**src/rtl/fetch_unit_pkg.sv**
```systemverilog
`default_nettype none
// ============================================================================
// Package     : fetch_unit_pkg
// Description : Shared constants, the queue entry type and a PC alignment
//               helper for the instruction fetch stage.
// Revision    : 1.0 - initial release
// ============================================================================
package fetch_unit_pkg;

  // Architectural register / address width.
  localparam int XLEN = 32;

  // One buffered fetch: the instruction word together with its PC.
  typedef struct packed {
    logic [XLEN-1:0] pc;
    logic [XLEN-1:0] instr;
  } fetch_entry_t;

  // Force an address onto a 4-byte boundary by clearing the two low bits.
  function automatic logic [XLEN-1:0] align_word(input logic [XLEN-1:0] addr);
    return addr & ~XLEN'(3);
  endfunction

endpackage
`default_nettype wire

```
**src/rtl/fetch_queue.sv**
```systemverilog
`default_nettype none
// ============================================================================
// Module      : fetch_queue
// Description : Synchronous FIFO of {pc, instr} entries sitting between the
//               fetch request logic and the IF/ID registers. Registered head,
//               no write-to-read bypass. Flush clears all pointers at once.
//               QUEUE_DEPTH must be a power of two so the pointers wrap for
//               free.
// Revision    : 1.0 - initial release
// ============================================================================
module fetch_queue
  import fetch_unit_pkg::*;
#(
  parameter int QUEUE_DEPTH = 2
) (
  input  logic                         clock,
  input  logic                         reset,
  input  logic                         flush_i,
  input  logic                         push_i,
  input  logic [XLEN-1:0]              push_pc_i,
  input  logic [XLEN-1:0]              push_instr_i,
  input  logic                         pop_i,
  output logic                         head_valid_o,
  output logic [XLEN-1:0]              head_pc_o,
  output logic [XLEN-1:0]              head_instr_o,
  output logic [$clog2(QUEUE_DEPTH):0] count_o
);

  localparam int PTR_W = $clog2(QUEUE_DEPTH);
  localparam int CNT_W = PTR_W + 1;

  fetch_entry_t     mem_q [QUEUE_DEPTH];
  fetch_entry_t     head_entry;
  logic [PTR_W-1:0] rd_ptr_q, rd_ptr_d;
  logic [PTR_W-1:0] wr_ptr_q, wr_ptr_d;
  logic [CNT_W-1:0] count_q, count_d;

  // Pointer and occupancy next-state; flush overrides any push or pop.
  always_comb begin
    rd_ptr_d = rd_ptr_q;
    wr_ptr_d = wr_ptr_q;
    count_d  = count_q;
    if (flush_i) begin
      rd_ptr_d = '0;
      wr_ptr_d = '0;
      count_d  = '0;
    end else begin
      if (push_i) wr_ptr_d = wr_ptr_q + PTR_W'(1);
      if (pop_i)  rd_ptr_d = rd_ptr_q + PTR_W'(1);
      case ({push_i, pop_i})
        2'b10:   count_d = count_q + CNT_W'(1);
        2'b01:   count_d = count_q - CNT_W'(1);
        default: count_d = count_q;
      endcase
    end
  end

  // Pointer and occupancy registers.
  always_ff @(posedge clock) begin
    if (reset) begin
      rd_ptr_q <= '0;
      wr_ptr_q <= '0;
      count_q  <= '0;
    end else begin
      rd_ptr_q <= rd_ptr_d;
      wr_ptr_q <= wr_ptr_d;
      count_q  <= count_d;
    end
  end

  // Entry storage; contents are only observed through the valid-gated head.
  always_ff @(posedge clock) begin
    if (push_i && !flush_i) begin
      mem_q[wr_ptr_q].pc    <= push_pc_i;
      mem_q[wr_ptr_q].instr <= push_instr_i;
    end
  end

  assign head_entry   = mem_q[rd_ptr_q];
  assign head_valid_o = (count_q != '0);
  assign head_pc_o    = head_valid_o ? head_entry.pc    : '0;
  assign head_instr_o = head_valid_o ? head_entry.instr : '0;
  assign count_o      = count_q;

endmodule
`default_nettype wire

```
**src/rtl/fetch_unit.sv**
```systemverilog
`default_nettype none
// ============================================================================
// Module      : fetch_unit
// Description : RV32I instruction fetch stage. Owns the PC, issues one
//               word-aligned request at a time to instruction memory, and
//               buffers responses in fetch_queue. Requests are credit-limited
//               so a response always has a free queue slot. A MEM-stage
//               redirect flushes the queue and drops any in-flight response.
// Config      : FETCH_MISALIGN_CHECK_EN - when defined, a redirect to a
//               non-word-aligned target raises a sticky fetch_fault and halts
//               fetching until reset. Otherwise the low target bits are
//               cleared and fetch_fault is tied low.
// Revision    : 1.0 - initial release
// ============================================================================
module fetch_unit
  import fetch_unit_pkg::*;
#(
  parameter logic [31:0] RESET_PC    = 32'h0000_0000,
  parameter int          QUEUE_DEPTH = 2
) (
  input  logic            clock,
  input  logic            reset,
  input  logic            redirect_valid,
  input  logic [XLEN-1:0] redirect_pc,
  output logic            imem_req_valid,
  input  logic            imem_req_ready,
  output logic [XLEN-1:0] imem_req_addr,
  input  logic            imem_rsp_valid,
  input  logic [XLEN-1:0] imem_rsp_data,
  output logic            out_valid,
  input  logic            out_ready,
  output logic [XLEN-1:0] out_pc,
  output logic [XLEN-1:0] out_instr,
  output logic            fetch_fault
);

  localparam int                 CNT_W     = $clog2(QUEUE_DEPTH) + 1;
  localparam int                 OCC_W     = CNT_W + 1;
  localparam logic [OCC_W-1:0]   DEPTH_OCC = OCC_W'(QUEUE_DEPTH);

  logic [XLEN-1:0]  pc_q, pc_d;
  logic [XLEN-1:0]  req_pc_q, req_pc_d;
  logic             outstanding_q, outstanding_d;
  logic             drop_q, drop_d;
  logic             fault;
  logic             pop;
  logic             push;
  logic             req_fire;
  logic [CNT_W-1:0] q_count;
  logic [OCC_W-1:0] occupancy;

  // Slots already claimed once this cycle's pop retires: queued entries plus
  // the in-flight request. A new request is allowed only if a slot remains.
  assign pop       = out_valid && out_ready;
  assign occupancy = OCC_W'(q_count) + OCC_W'(outstanding_q) - OCC_W'(pop);

  // A response arriving this cycle frees the single outstanding slot, so a
  // back-to-back request may go out alongside it.
  assign imem_req_valid = !reset && !redirect_valid && !fault &&
                          (!outstanding_q || imem_rsp_valid) &&
                          (occupancy < DEPTH_OCC);
  assign imem_req_addr  = pc_q;
  assign req_fire       = imem_req_valid && imem_req_ready;

  // Only a live (not dropped) response outside a redirect cycle is queued.
  assign push = imem_rsp_valid && outstanding_q && !drop_q && !redirect_valid;

  // PC, in-flight tracking and stale-response drop; redirect takes priority.
  always_comb begin
    pc_d          = pc_q;
    req_pc_d      = req_pc_q;
    outstanding_d = outstanding_q;
    drop_d        = drop_q;
    if (imem_rsp_valid && outstanding_q) begin
      outstanding_d = 1'b0;
      drop_d        = 1'b0;
    end
    if (req_fire) begin
      req_pc_d      = pc_q;
      pc_d          = pc_q + 32'd4;
      outstanding_d = 1'b1;
    end
    if (redirect_valid) begin
      pc_d = align_word(redirect_pc);
      if (outstanding_q && !imem_rsp_valid) drop_d = 1'b1;
    end
  end

  // Fetch control registers.
  always_ff @(posedge clock) begin
    if (reset) begin
      pc_q          <= RESET_PC;
      req_pc_q      <= '0;
      outstanding_q <= 1'b0;
      drop_q        <= 1'b0;
    end else begin
      pc_q          <= pc_d;
      req_pc_q      <= req_pc_d;
      outstanding_q <= outstanding_d;
      drop_q        <= drop_d;
    end
  end

`ifdef FETCH_MISALIGN_CHECK_EN
  logic fault_q, fault_d;

  // Sticky fault on any redirect whose target is not word aligned.
  always_comb begin
    fault_d = fault_q || (redirect_valid && (redirect_pc[1:0] != 2'b00));
  end

  // Fault register; only reset clears it.
  always_ff @(posedge clock) begin
    if (reset) fault_q <= 1'b0;
    else       fault_q <= fault_d;
  end

  assign fault = fault_q;
`else
  assign fault = 1'b0;
`endif

  assign fetch_fault = fault;

  fetch_queue #(
    .QUEUE_DEPTH (QUEUE_DEPTH)
  ) u_queue (
    .clock        (clock),
    .reset        (reset),
    .flush_i      (redirect_valid),
    .push_i       (push),
    .push_pc_i    (req_pc_q),
    .push_instr_i (imem_rsp_data),
    .pop_i        (pop),
    .head_valid_o (out_valid),
    .head_pc_o    (out_pc),
    .head_instr_o (out_instr),
    .count_o      (q_count)
  );

endmodule
`default_nettype wire

```
**config.mk**
```make
export PLATFORM = sky130hd
export DESIGN_NAME = fetch_unit
export DESIGN_NICKNAME = d
export VERILOG_FILES = /design/src/rtl/fetch_unit_pkg.sv /design/src/rtl/fetch_queue.sv /design/src/rtl/fetch_unit.sv
export SDC_FILE = /design/constraint.sdc
export NUM_CORES = 1
export LEC_CHECK = 0
export CAP_MARGIN = 20
export CORE_MARGIN = 1
export CORE_UTILIZATION = 30
export CTS_BUF_LIST = sky130_fd_sc_hd__clkbuf_16
export DETAILED_ROUTE_END_ITERATION = 6
export GPL_TIMING_DRIVEN = 0
export SETUP_SLACK_MARGIN = 0.05
export SYNTH_ARGS = -nofsm -noshare
export SYNTH_HDL_FRONTEND = slang
export SYNTH_SLANG_ARGS = --single-unit
```
**constraint.sdc**
```tcl
create_clock -name clock -period 5.1 [get_ports clock]
set_input_delay 1.275 -clock clock [delete_from_list [all_inputs] [get_ports clock]]
set_output_delay 1.275 -clock clock [all_outputs]
set_load 0.005 [all_outputs]
```
Word-level counts from Yosys, hierarchy flattened

Memory sizes are Yosys's and may differ from the RTL's. A register that Yosys moved wholly into a read port is not among the register bits.
Cells that the tools add are included.

Add/sub/neg operators: 7
$lt $le $gt $ge: 1
Equal/unequal tests: 2
Multiplexer cells: 14
Reductions and logical operators: 21

Operator list:

| operator              | count |
|---|---|
| $mux 32               | 4 |
| $add 32x3->32 const B | 1 |
| $logic_and 1x1->1     | 10 |
| $mux 1                | 9 |
| $reduce_bool 2->1     | 4 |
| $logic_not 1->1       | 5 |
| $pmux 2 s2            | 1 |
| $add 2x1->3           | 1 |
| $lt 3x2->1 const B    | 1 |
| $sub 3x1->3           | 1 |
| $add 1x1->1 const B   | 2 |
| $add 2x1->2 const B   | 1 |
| $eq 2x1->1 const B    | 1 |
| $eq 2x2->1 const B    | 1 |
| $reduce_or 2->1       | 1 |
| $sub 2x1->2 const B   | 1 |
| $logic_or 1x1->1      | 1 |

Register bits: 70
Bits in writable memories: 128
Input bits: 70
Word-level logic and storage cells: 54
Memories: 1

Memories:

| memory        | words | bits a word | rd ports | clocked after memory_dff | wr ports | line              | text |
|---|---|---|---|---|---|---|---|
| u_queue.mem_q | 2     | 64          | 1        | 1                        | 1        | fetch_queue.sv:32 | `fetch_entry_t mem_q [QUEUE_DEPTH];` |

Logic depth before layout (Yosys ltp)

Depth after elaboration: 8
Gate-level depth with buffers: 12

Modules after synthesis

Synthesis repeated with hierarchy kept, for this count alone.

Cells, all modules: 661
Area, all modules: 7961.4 um^2

Modules (own cells, without submodules):

| module      | instances | cells each | area each (um^2) | seq. area each (um^2) |
|---|---|---|---|---|
| fetch_queue | 1         | 292        | 5018.6           | 3943.8 |
| fetch_unit  | 1         | 369        | 2942.8           | 1241.2 |

Worst setup path after synthesis

No wires, ideal clock.

Kind: input to register
From: in redirect_valid
To: mem u_queue.mem_q[0][0] (netlist name) (enable)
Setup time: 0.482 ns
Data arrival time: 4.433 ns
Required time: 4.618 ns
Setup slack: 0.185 ns
Stages on the path: 4
Cells stage by stage: clkbuf_1 -> nor3_1 -> inv_1 -> nor2_1

Word-level cells in the longest chain between the ends: 5

RTL lines:

| item                           | line                                | text |
|---|---|---|
| from (decl)                    | fetch_unit.sv:23                    | `input logic redirect_valid,` |
| $logic_not 1->1 *              | fetch_queue.sv:73, fetch_unit.sv:66 |  |
| $logic_and 1x1->1              | fetch_unit.sv:66                    | `assign push = imem_rsp_valid && outstanding_q && !drop_q && !redirect_valid;` |
| $logic_and 1x1->1 *            | fetch_queue.sv:73                   | `if (push_i && !flush_i) begin` |
| $mux 1 *                       | fetch_queue.sv:73                   |  |
| $mux 1 (implied by the code) * | fetch_queue.sv:75                   | `mem_q[wr_ptr_q].instr <= push_instr_i;` |
| to (decl)                      | fetch_queue.sv:32                   |  |

Mark *: on every way between the ends. The rest lies on a longest branch, timed or not.

Final worst setup path

From: in out_ready
To: out imem_req_valid

Word-level cells in the longest chain between the ends: 4

RTL lines:

| item              | line             | text |
|---|---|---|
| from (decl)       | fetch_unit.sv:31 | `input logic out_ready,` |
| $logic_and 1x1->1 | fetch_unit.sv:54 | `assign pop = out_valid && out_ready;` |
| named net pop     | fetch_unit.sv:46 | `logic pop;` |
| $sub 3x1->3       | fetch_unit.sv:55 | `assign occupancy = OCC_W'(q_count) + OCC_W'(outstanding_q) - OCC_W'(pop);` |
| $lt 3x2->1        | fetch_unit.sv:61 | `(occupancy < DEPTH_OCC);` |
| $logic_and 1x1->1 | fetch_unit.sv:60 | `(!outstanding_q \|\| imem_rsp_valid) &&` |
| to (decl)         | fetch_unit.sv:25 | `output logic imem_req_valid,` |

The timed path passes the listed nets, and every way through them passes these cells.

==> out/qor.csv <==
stage,metric,value,unit
run_status,status,completed,
sta,Final Max Slew Viols,0,
critical_path,Crit-path slowest cell,clkdlybuf4s50_1,
pwr,leak pwr,3.416,nW
synth,post-synthesis instance total,656,
critical_path,max incr delay on CP,0.52,ns
clock_tree,hold_buf cts,0,
floorplanning,Core ar.,25330,um2
clock_tree,CTS tree,yes,
clock_tree,Worst-Skew Late Latency,0.43,ns
drt,vias per cell,4.732,
floorplanning,cell row count,58,
pwr,Clk pwr share,41.1,%
floorplanning,Die Height,163.2,um
drt,post-route ant nets,0,
sta,Final Hold Vio Count,0,
floorplanning,number of I/O pins,169,
cells_and_area,synth-to-layout area growth,34.98,%
synth,sequential area share after synthesis,64.98,%
synth,top_reg_cell synth,edfxtp_1,
placement,port buffer count,159,
placement,RD Place Congestion,0.8849,
pwr,internal cell power,0.002449,W
sta,final worst clock skew,0.008046,ns
critical_path,Crit path top cell by count,clkdlybuf4s50_1,
clock_tree,Num Clock Sinks,191,
clock_tree,htree depth,4,
sta,final setup TNS,0,ns
floorplanning,Die Width,163.2,um
synth,post-synthesis average cell area,11.88,um2
synth,top cell type's share of synthesized area,47.77,%
critical_path,Worst Path Buf+Inv,2,
pwr,Comb pwr share,5.9,%
placement,pre-CTS worst setup slack,-0.1603,ns
grt,global-route wire length before repair,30.22,mm
grt,vias in the first global route,5205,
floorplanning,Initial Util,30.78,%
sta,Highest Clock Rate,201.9,MHz
drt,WL/cell,16.98,um
synth,top post-synthesis cells by area,"edfxtp_1 (48%), dfxtp_1 (17%), mux2i_1 (8.1%)",
drt,DR DRC count,0,
min_path,worst hold path type,flip-flop to flip-flop,
cells_and_area,FILL cells,2411,
synth,synthesis warning total,0,
critical_path,"Req. time, crit path",3.83,ns
critical_path,CP arrival,3.68,ns
floorplanning,die area,26630,um2
pwr,Max IR drop VDD,0.1526,mV
sta,endpoints failing setup,0,
drt,initial DRC count,384,
sta,minimum clock period,4.952,ns
synth,post-synth cell types,48,
grt,GR Overflow Total,0,
drt,WL final,20.14,mm
grt,pin count of the biggest net entering global routing,46,
synth,"EDFF count, synth",124,
critical_path,Crit path max-delay family,buffers and inverters,
critical_path,CP endpoint kind,output port,
drt,DR pass1 iterations,5,
sta,fin crit share,97.09,%
synth,Post-Syn Area,7795,um2
critical_path,Worst setup SP type,input port,
sta,fin worst setup slack,0.1482,ns
cells_and_area,ANT cells,0,
critical_path,crit path max fanout,3,
critical_path,kind of critical path,input port to output port,
cells_and_area,share of cells above drive strength 1,7.126,%
run,maxcap violations,0,
cells_and_area,NumNets Final,917,
placement,Final HPWL DP,14.36,mm
drt,Via Count,5612,
clock_tree,TritonCTS buffer count,17,
synth,post-synthesis register bit count,191,
pwr,PD cells,303.8,nW/um2
clock_tree,clock slew at reported path FFs,0.07,ns
synth,post-synthesis async set-or-reset flop share,0,%
clock_tree,clk root buf,clkbuf_16,
grt,GR Util All Layers,15.38,%
pwr,total power,0.003197,W
sta,relative slew slack,37.26,%
synth,Synth area leader,edfxtp_1,
critical_path,worst path cell trace,clkdlybuf4s50_1 -> and2_4 -> ha_1 -> nand2b_1 -> fa_2 -> xnor2_2 -> nand3_1 -> nor2_2 -> clkdlybuf4s50_1,
pwr,switching power,0.0007481,W
sta,unrepaired setup endpoints after global routing,false,
clock_tree,Longest Clk Path Bufs,2,
sta,Worst-Margin Slew,0.9386,ns
pwr,power share of the sequential group,52.9,%
grt,initial antenna violation count,0,
pwr,Switching Share,23.40,%
-- what timing repair did --
action,in CTS,in global routing
endpoints found under the setup margin,1,1
buffers inserted,1,0
pin swaps,1,0
resized for setup,3,4
-- cell usage after synthesis, drive strengths merged, types with 8 or more instances --
library cell    n
a21oi          43
and3            8
buf            12
clkbuf         28
dfxtp          67
edfxtp        124
inv             8
mux2i          63
nand2          85
nand3          14
nand4          18
nor2           83
xnor2           9
xor2           15
-- per-stage QoR --
stage / std cells / utilization, % / cell area [um2] / hold slack [ns]
2_1_floorplan: 660 / - / 7810 / 0.4254
3_3_place_gp: 1149 / 38.75 / 9814 / 0.4310
3_5_place_dp: 1153 / 39.11 / 9905 / 0.4403
4_1_cts: 1186 / 41.50 / 10510 / 0.4581
5_1_grt: 1186 / 41.54 / 10520 / 0.4724
6_report: 1186 / 41.54 / 10520 / 0.4555
-- layer usage --
layer  share of wire [%]  track usage (%)
met1                  44            19.97
met5                   0                0
met2                  48            25.35
met3                 6.7            3.936
met4                0.78            3.951
-- worst paths after layout --
check | from | to | cells after the start | slack [ns]
min | req_pc_q[27] | u_queue.mem_q[0][59] | 0 | 0.46
max reg2reg | u_queue.count_o[1] | imem_req_addr[14] | 12 | 1.11
max | out_ready | imem_req_valid | 9 | 0.15
min reg2reg | req_pc_q[27] | u_queue.mem_q[0][59] | 0 | 0.46
-- placed cells by master (no fill, tap or decap), types with 8 or more instances in the layout --
cell,instances
edfxtp_1,124
nand3_1,14
xor2_1,15
inv_1,8
xnor2_1,8
nor2_1,80
nand4_1,17
nand2_1,85
dfxtp_1,67
a21oi_1,43
clkbuf_16,18
clkdlybuf4s50_1,159
mux2i_1,63
clkbuf_1,28
-- state kept, by name, summed over array words and instances (netlist names), named ones only --
register	count
u_queue.mem_q	124
imem_req_addr	30
req_pc_q	30
u_queue.count_o	2
drop_q	1
outstanding_q	1
u_queue.rd_ptr_q	1
u_queue.wr_ptr_q	1
-- worst reg2reg max path, cell delays in order, from the launching register on --
cell      delay (ns)
dfxtp_1         0.43
nor2_4          0.35
inv_1           0.11
and2_4          0.21
ha_1            0.29
nand2b_1        0.16
fa_2            0.56
nand2_1         0.10
nor4_1          0.63
buf_2           0.28
nand3_1         0.18
or4_1           0.46
a31oi_1         0.16
-- area by class of cell --
type / count / area [um2] / share of cell area (%)
Tap cell: 330 / 412.9 / 3.924
Inverter: 8 / 30.03 / 0.2854
Sequential cell: 191 / 5065 / 48.14
Timing Repair Buffer: 164 / 1679 / 15.96
Multi-Input combinational cell: 420 / 2545 / 24.19
Clock buffer: 18 / 450.4 / 4.281
Buffer: 41 / 202.7 / 1.927
Clock inverter: 14 / 136.4 / 1.296
-- power by group through the flow --
stage               sequential, W  clock (W)  combinational, W
floorplan                 0.00172          0         0.0000703
global placement          0.00173          0          0.000188
detailed placement        0.00173          0          0.000191
CTS                       0.00169    0.00135          0.000193
global route              0.00170    0.00141          0.000207
finish                    0.00169    0.00131          0.000190
-- kinds of logic after synthesis --
logic type | synth area share [%]
adder cells (fa/ha/maj) | 0.7384
XOR/XNOR | 2.697
AO/OA/AOI/OAI | 6.051
flip-flops | 64.98
buffers and inverters | 2.986
multiplexers | 8.090
AND/OR/NAND/NOR | 14.41
other | 0.04811
Power figures use the tool's default switching activity.
